--- config.mk ---
export PLATFORM = sky130hd
export DESIGN_NAME = neuron_activate
export DESIGN_NICKNAME = d
export VERILOG_FILES = /design/src/rtl/neuron_pkg.sv /design/src/rtl/neuron_activate_lane.sv /design/src/rtl/neuron_activate.sv
export SDC_FILE = /design/constraint.sdc
export NUM_CORES = 1
export LEC_CHECK = 0
export CAP_MARGIN = 25
export CORE_ASPECT_RATIO = 0.6
export CORE_MARGIN = 1.5
export CORE_UTILIZATION = 53
export CTS_CLUSTER_DIAMETER = 30
export DETAILED_ROUTE_END_ITERATION = 7
export PLACE_DENSITY = 0.81
export SLEW_MARGIN = 20
export SYNTH_ARGS = -nofsm -noshare
export SYNTH_HDL_FRONTEND = slang
export SYNTH_SLANG_ARGS = --single-unit
--- constraint.sdc ---
create_clock -name clk -period 3.75 [get_ports clk]
set_input_delay 0.75 -clock clk [delete_from_list [all_inputs] [get_ports clk]]
set_output_delay 0.75 -clock clk [all_outputs]
set_load 0.02 [all_outputs]
--- src/rtl/neuron_pkg.sv ---
// Shared types and helpers for the neuron activation and pooling stages.
package neuron_pkg;

  typedef enum logic [1:0] {
    ACT_NONE  = 2'd0,
    ACT_RELU  = 2'd1,
    ACT_LEAKY = 2'd2,
    ACT_BRELU = 2'd3
  } act_mode_e;

  localparam int unsigned SAT_TOTAL_W = 16;

  // Clip a signed value to the range of a signed integer of the given width.
  function automatic logic signed [63:0] saturate(input logic signed [63:0] v,
                                                  input int unsigned bits);
    logic signed [63:0] hi;
    logic signed [63:0] lo;
    hi = (64'sd1 <<< (bits - 1)) - 64'sd1;
    lo = -(64'sd1 <<< (bits - 1));
    if (v > hi) return hi;
    if (v < lo) return lo;
    return v;
  endfunction

endpackage

--- src/rtl/neuron_activate_lane.sv ---
// One channel's stage-2 datapath: activation select, CAP bound, clip and saturation flag.
module neuron_activate_lane
  import neuron_pkg::*;
#(
  parameter int unsigned S_BITS     = 33,
  parameter int unsigned OUT_BITS   = 16,
  parameter int unsigned LEAK_SHIFT = 3,
  parameter int          CAP        = 32767
) (
  input  logic [1:0]          mode,
  input  logic [S_BITS-1:0]   scaled,
  output logic [OUT_BITS-1:0] act_out,
  output logic                sat
);

  localparam logic signed [S_BITS-1:0] CAP_S  = S_BITS'(CAP);
  localparam logic signed [S_BITS-1:0] ZERO_S = '0;

  logic signed [S_BITS-1:0] s;
  logic signed [S_BITS-1:0] act;
  logic signed [63:0]       act_w;
  logic signed [63:0]       clip_w;

  always_comb begin
    s   = $signed(scaled);
    act = s;
    case (act_mode_e'(mode))
      ACT_NONE:  act = s;
      ACT_RELU:  act = (s > ZERO_S) ? s : ZERO_S;
      ACT_LEAKY: act = (s > ZERO_S) ? s : (s >>> LEAK_SHIFT);
      ACT_BRELU: act = (s <= ZERO_S) ? ZERO_S : ((s > CAP_S) ? CAP_S : s);
      default:   act = s;
    endcase
    // Only the final range clip counts as saturation; CAP and zeroing do not.
    act_w   = 64'(act);
    clip_w  = saturate(act_w, OUT_BITS);
    act_out = clip_w[OUT_BITS-1:0];
    sat     = (clip_w != act_w);
  end

endmodule

--- src/rtl/neuron_activate.sv ---
// Multi-channel bias-add, rescale and activation stage with a two-deep valid/ready pipeline.
module neuron_activate
  import neuron_pkg::*;
#(
  parameter int unsigned CHANNELS   = 4,
  parameter int unsigned IN_BITS    = 32,
  parameter int unsigned B_BITS     = 16,
  parameter int unsigned OUT_BITS   = 16,
  parameter int unsigned FRAC_SHIFT = 8,
  parameter int unsigned LEAK_SHIFT = 3,
  parameter int          CAP        = (2 ** (OUT_BITS - 1)) - 1
) (
  input  logic                         clk,
  input  logic                         rst,
  input  logic [1:0]                   mode,
  input  logic                         in_valid,
  output logic                         in_ready,
  input  logic [CHANNELS*IN_BITS-1:0]  in_data,
  input  logic [CHANNELS*B_BITS-1:0]   bias,
  output logic                         out_valid,
  input  logic                         out_ready,
  output logic [CHANNELS*OUT_BITS-1:0] out_data,
  output logic [CHANNELS-1:0]          out_sat,
  output logic [SAT_TOTAL_W-1:0]       sat_total
);

  localparam int unsigned S_BITS = IN_BITS + 1;
  localparam int unsigned ST_W1  = SAT_TOTAL_W + 1;

  logic                         s1_valid_q,  s1_valid_d;
  logic [CHANNELS*S_BITS-1:0]   s1_scaled_q, s1_scaled_d;
  act_mode_e                    s1_mode_q,   s1_mode_d;
  logic                         out_valid_q, out_valid_d;
  logic [CHANNELS*OUT_BITS-1:0] out_data_q,  out_data_d;
  logic [CHANNELS-1:0]          out_sat_q,   out_sat_d;
  logic [SAT_TOTAL_W-1:0]       sat_total_q, sat_total_d;

  logic [CHANNELS*S_BITS-1:0]   scaled_in;
  logic [CHANNELS*OUT_BITS-1:0] lane_act;
  logic [CHANNELS-1:0]          lane_sat;
  logic [ST_W1-1:0]             sat_sum;
  logic                         s2_adv;
  logic                         s1_adv;

  for (genvar c = 0; c < CHANNELS; c++) begin : g_ch
    logic signed [S_BITS-1:0] sum;
    // One extra bit holds the sum of two sign-extended operands without overflow.
    assign sum = S_BITS'($signed(in_data[c*IN_BITS +: IN_BITS]))
               + S_BITS'($signed(bias[c*B_BITS +: B_BITS]));
    assign scaled_in[c*S_BITS +: S_BITS] = sum >>> FRAC_SHIFT;

    neuron_activate_lane #(
      .S_BITS     (S_BITS),
      .OUT_BITS   (OUT_BITS),
      .LEAK_SHIFT (LEAK_SHIFT),
      .CAP        (CAP)
    ) u_lane (
      .mode    (s1_mode_q),
      .scaled  (s1_scaled_q[c*S_BITS +: S_BITS]),
      .act_out (lane_act[c*OUT_BITS +: OUT_BITS]),
      .sat     (lane_sat[c])
    );
  end

  assign s2_adv   = !out_valid_q || out_ready;
  assign s1_adv   = !s1_valid_q || s2_adv;
  assign in_ready = s1_adv;
  assign sat_sum  = {1'b0, sat_total_q} + ST_W1'($countones(out_sat_q));

  always_comb begin
    s1_valid_d  = s1_valid_q;
    s1_scaled_d = s1_scaled_q;
    s1_mode_d   = s1_mode_q;
    out_valid_d = out_valid_q;
    out_data_d  = out_data_q;
    out_sat_d   = out_sat_q;
    sat_total_d = sat_total_q;

    if (s1_adv) begin
      s1_valid_d = in_valid;
      if (in_valid) begin
        s1_scaled_d = scaled_in;
        s1_mode_d   = act_mode_e'(mode);
      end
    end

    if (s2_adv) begin
      out_valid_d = s1_valid_q;
      if (s1_valid_q) begin
        out_data_d = lane_act;
        out_sat_d  = lane_sat;
      end
    end

    if (out_valid_q && out_ready) begin
      sat_total_d = sat_sum[SAT_TOTAL_W] ? '1 : sat_sum[SAT_TOTAL_W-1:0];
    end
  end

  always_ff @(posedge clk) begin
    if (rst) begin
      s1_valid_q  <= 1'b0;
      s1_scaled_q <= '0;
      s1_mode_q   <= ACT_NONE;
      out_valid_q <= 1'b0;
      out_data_q  <= '0;
      out_sat_q   <= '0;
      sat_total_q <= '0;
    end else begin
      s1_valid_q  <= s1_valid_d;
      s1_scaled_q <= s1_scaled_d;
      s1_mode_q   <= s1_mode_d;
      out_valid_q <= out_valid_d;
      out_data_q  <= out_data_d;
      out_sat_q   <= out_sat_d;
      sat_total_q <= sat_total_d;
    end
  end

  assign out_valid = out_valid_q;
  assign out_data  = out_data_q;
  assign out_sat   = out_sat_q;
  assign sat_total = sat_total_q;

endmodule

==> run_results.csv, run 1 <==
group,metric,value,unit
pwr,p_per_area,363,mW/mm2
critical_path,slowest_delay,0.52,ns
logic_synthesis,ys_warn_count,0,
pwr,leakagePower,7.21,nW
timing,fin_setup_tns,0,ns
finish,fin_util,0.707,
run,drv_cap,0,
critical_path,timing.setup.critical_path_class,"reg -> reg",
critical_path,cp_num_buf_inv,1,
logic_synthesis,syn-instance-count,1725,
floorplan,die-height,127,um
clock_network,htree_levels,4,
logic_synthesis,synth_top_cell_by_area,"dfxtp_1",
logic_synthesis,synth_common_cells,"224 x nand2_1, 201 x a21oi_1, 188 x dfxtp_1",
route,route.met2.wl,18100,um
logic_synthesis,synth_edf_count,0,
timing,hold_ws,0.459,ns
timing,fmax,284,MHz
finish,drive_gt1_frac,0.0843,
global_route,grt_max_degree,41,
timing,hold_viol_final,0,
logic_synthesis,syn_area,0.0136,mm2
timing,slew_viol_final,0,
timing,rsz0062_at_grt,"no",
route,viasPerCell,6.16,
finish,fill_cells,2083,
timing,fin_crit_sh,0.938,
clock_network,cts_max_path_buffers,2,
critical_path,cp_max_fo,16,
placement,place_congestion,0.919,
route,ant_nets,0,
route,drt_iter0_markers,1332,
logic_synthesis,synth-seq-area-share,0.278,
floorplan,rows,45,
clock_network,clock_sinks,188,
timing,final.min_clock_period,3.52,ns
global_route,grt_pass1_wl,68600,um
pwr,vdd_ir_drop_max,0.000276,V
logic_synthesis,synth_top_area_frac,0.278,
logic_synthesis,ys_seq_elements,188,
critical_path,worstSetupEndpointType,"flop",
floorplan,io_pins,284,
clock_network,clk_pin_slew,0.07,ns
placement,detailed_place_hpwl,33300,um
logic_synthesis,synth-main-ff-cell,"dfxtp_1",
global_route,overflow,0,
route,wl_per_cell,17.8,um
clock_network,postCtsHoldBufs,0,
timing,slew_headroom,0.381,
critical_path,cp_top_family,"compound AO/OA/AOI/OAI gates",
route,drt-total-wl,42500,um
global_route,antenna_found_initial,0,
critical_path,cpMaxStageDelayCell,"or4_4",
finish,area_growth,31.5,%
clock_network,root_buffer,"clkbuf_16",
route,drc,0,
route,routedLengthMet1,20200,um
critical_path,critPathLaunchType,"flop",
timing,fin_skew,0.00924,ns
route,dr_wl_met3,3370,um
logic_synthesis,synth.area.top_cells,"dfxtp_1 28%, ha_1 12%, a21oi_1 7.4%",
logic_synthesis,syn_avg_cell_area,7.86,um2
placement,numPortBuffers,283,
logic_synthesis,async_reset_ff_frac,0,
clock_network,numCtsBuffers,17,
floorplan,start_util,0.537,
floorplan,core-area,0.0252,mm2
global_route,grt_usage,0.315,
critical_path,crit_arrival,3.89,ns
clock_network,clkLatencyLatePin,0.45,ns
route,first_pass_iters,6,
global_route,first_global_vias,13452,
finish,insertedDiodeCount,0,
critical_path,crit_required,4.12,ns
floorplan,fp.dieArea,0.0266,mm2
logic_synthesis,syn-num-nets,2054,
status,status,"complete, no violations",
clock_network,cts_tree,"yes",
timing,tightest_slew,0.929,ns
route,vias,14685,
logic_synthesis,yosysMostFrequentCell,"nand2_1",
worst_hold_path,hold_path.class,"reg -> reg",
finish,num-nets-final,2369,
critical_path,cp_cell_sequence,"or4_4, or3_1, o311ai_2, o21ai_0, a32oi_1, nor3_1, nand4_1, ha_1, buf_4, a21oi_1, o21ai_0, a21oi_1",
route,top_layer,"met4",
timing,setup_viol,0,
floorplan,dieWidth,209,um
logic_synthesis,yosys.cell_types.count,83,
==> flip-flops by register name (all words and copies together), names as in the netlist <==
name         flops
s1_scaled_q    100
out_data        64
sat_total       16
out_sat          4
s1_mode_q        2
out_valid        1
s1_valid_q       1
==> path summary, 6_finish.rpt <==
path	to	slack, ns	cells after the start	startpoint
worst max-delay path	out_data[25]	0.23	12	s1_scaled_q[52]
worst min-delay path	out_data[47]	0.46	2	out_data[47]
worst max register to register	out_data[25]	0.23	12	s1_scaled_q[52]
worst min register to register	out_data[47]	0.46	2	out_data[47]
==> metrics by stage <==
stage	total power, mW	std cells	setup WS, ns	area [um2]
final	6.47	2382	0.233	17800
after global routing	6.79	2382	0.0286	17800
after CTS	6.44	2382	0.131	17800
after detailed placement	4.54	2350	-0.323	17200
after global placement	4.47	2350	-0.222	17200
after floorplan	3.69	1725	0.428	13600
==> logic make-up after synthesis <==
logic type | count (synthesis) | share of synthesized area
adders and majority gates | 131 | 0.123
DFF | 188 | 0.278
muxes | 6 | 0.00462
buffers and inverters | 120 | 0.0348
AOI/OAI and AO/OA | 662 | 0.317
and+or+nand+nor | 555 | 0.203
xor gates and xnor gates | 63 | 0.0407
==> cell type report <==
class,instances,area [um2],area share
Clock buffer,19,453,0.0254
Clock inverter,13,165,0.00926
Inverter,39,146,0.00821
Multi-Input combinational cell,1417,9350,0.525
Sequential cell,188,3760,0.211
Tap cell,329,412,0.0231
Timing Repair Buffer,377,3540,0.198
==> cell usage in the layout, fill, tap and decap left out, types with 9 or more instances in the layout <==
cell type and n:
a211oi_1 16, a21o_1 42, a21oi_1 201, a22o_1 13, a31oi_1 18, and2_1 12, and3_1 10, buf_4 94
clkbuf_16 17, clkdlybuf4s50_1 281, dfxtp_1 188, ha_1 127, inv_1 38, nand2_1 223, nand2b_1 17, nand3_1 43
nand4_1 21, nor2_1 74, nor2b_1 9, nor3_1 36, nor3b_1 12, nor4_1 18, o211a_1 14, o211ai_1 11
o21a_1 31, o21ai_0 154, o22ai_1 14, o2bb2ai_1 16, o31ai_1 23, or3_1 32, xnor2_1 25, xor2_1 38
==> power breakdown <==
group	internal, mW	total (mW)	leakage, nW	switching [mW]
clock network	1.09	1.93	0.304	0.837
registers	2.18	2.39	1.55	0.212
logic	1.04	2.15	5.36	1.11
total	4.31	6.47	7.21	2.16
==> routing by layer <==
| layer | up-vias | global-route usage |
|---|---|---|
| met5 | - | 0 |
| li1 | 7120 | - |
| met4 | 0 | 0.0994 |
| met1 | 6865 | 0.458 |
| met2 | 643 | 0.476 |
| met3 | 57 | 0.0485 |
==> worst min-delay path: cells and delay by family, from the launching register on <==
kind / cells / cell delay, ns
flops: 1 / 0.31
simple gates: 1 / 0.05
compound gates: 1 / 0.05
==> what timing repair did <==
| item | CTS | global route |
|---|---|---|
| resized for setup | 0 | 3 |
| setup endpoints to repair | 0 | 6 |
| buffers inserted | 0 | 0 |
Note: power is estimated with default switching activity, not from simulation.
==> run 2: changes to the inputs <==
--- a/config.mk
+++ b/config.mk
@@ -11,6 +11,7 @@
 export CORE_UTILIZATION = 53
 export CTS_CLUSTER_DIAMETER = 30
 export DETAILED_ROUTE_END_ITERATION = 7
+export HOLD_SLACK_MARGIN = 0.03
 export PLACE_DENSITY = 0.81
 export SLEW_MARGIN = 20
 export SYNTH_ARGS = -nofsm -noshare
==> results of run 2 <==
Final layout, timing and power as in run 1 (identical DEF).
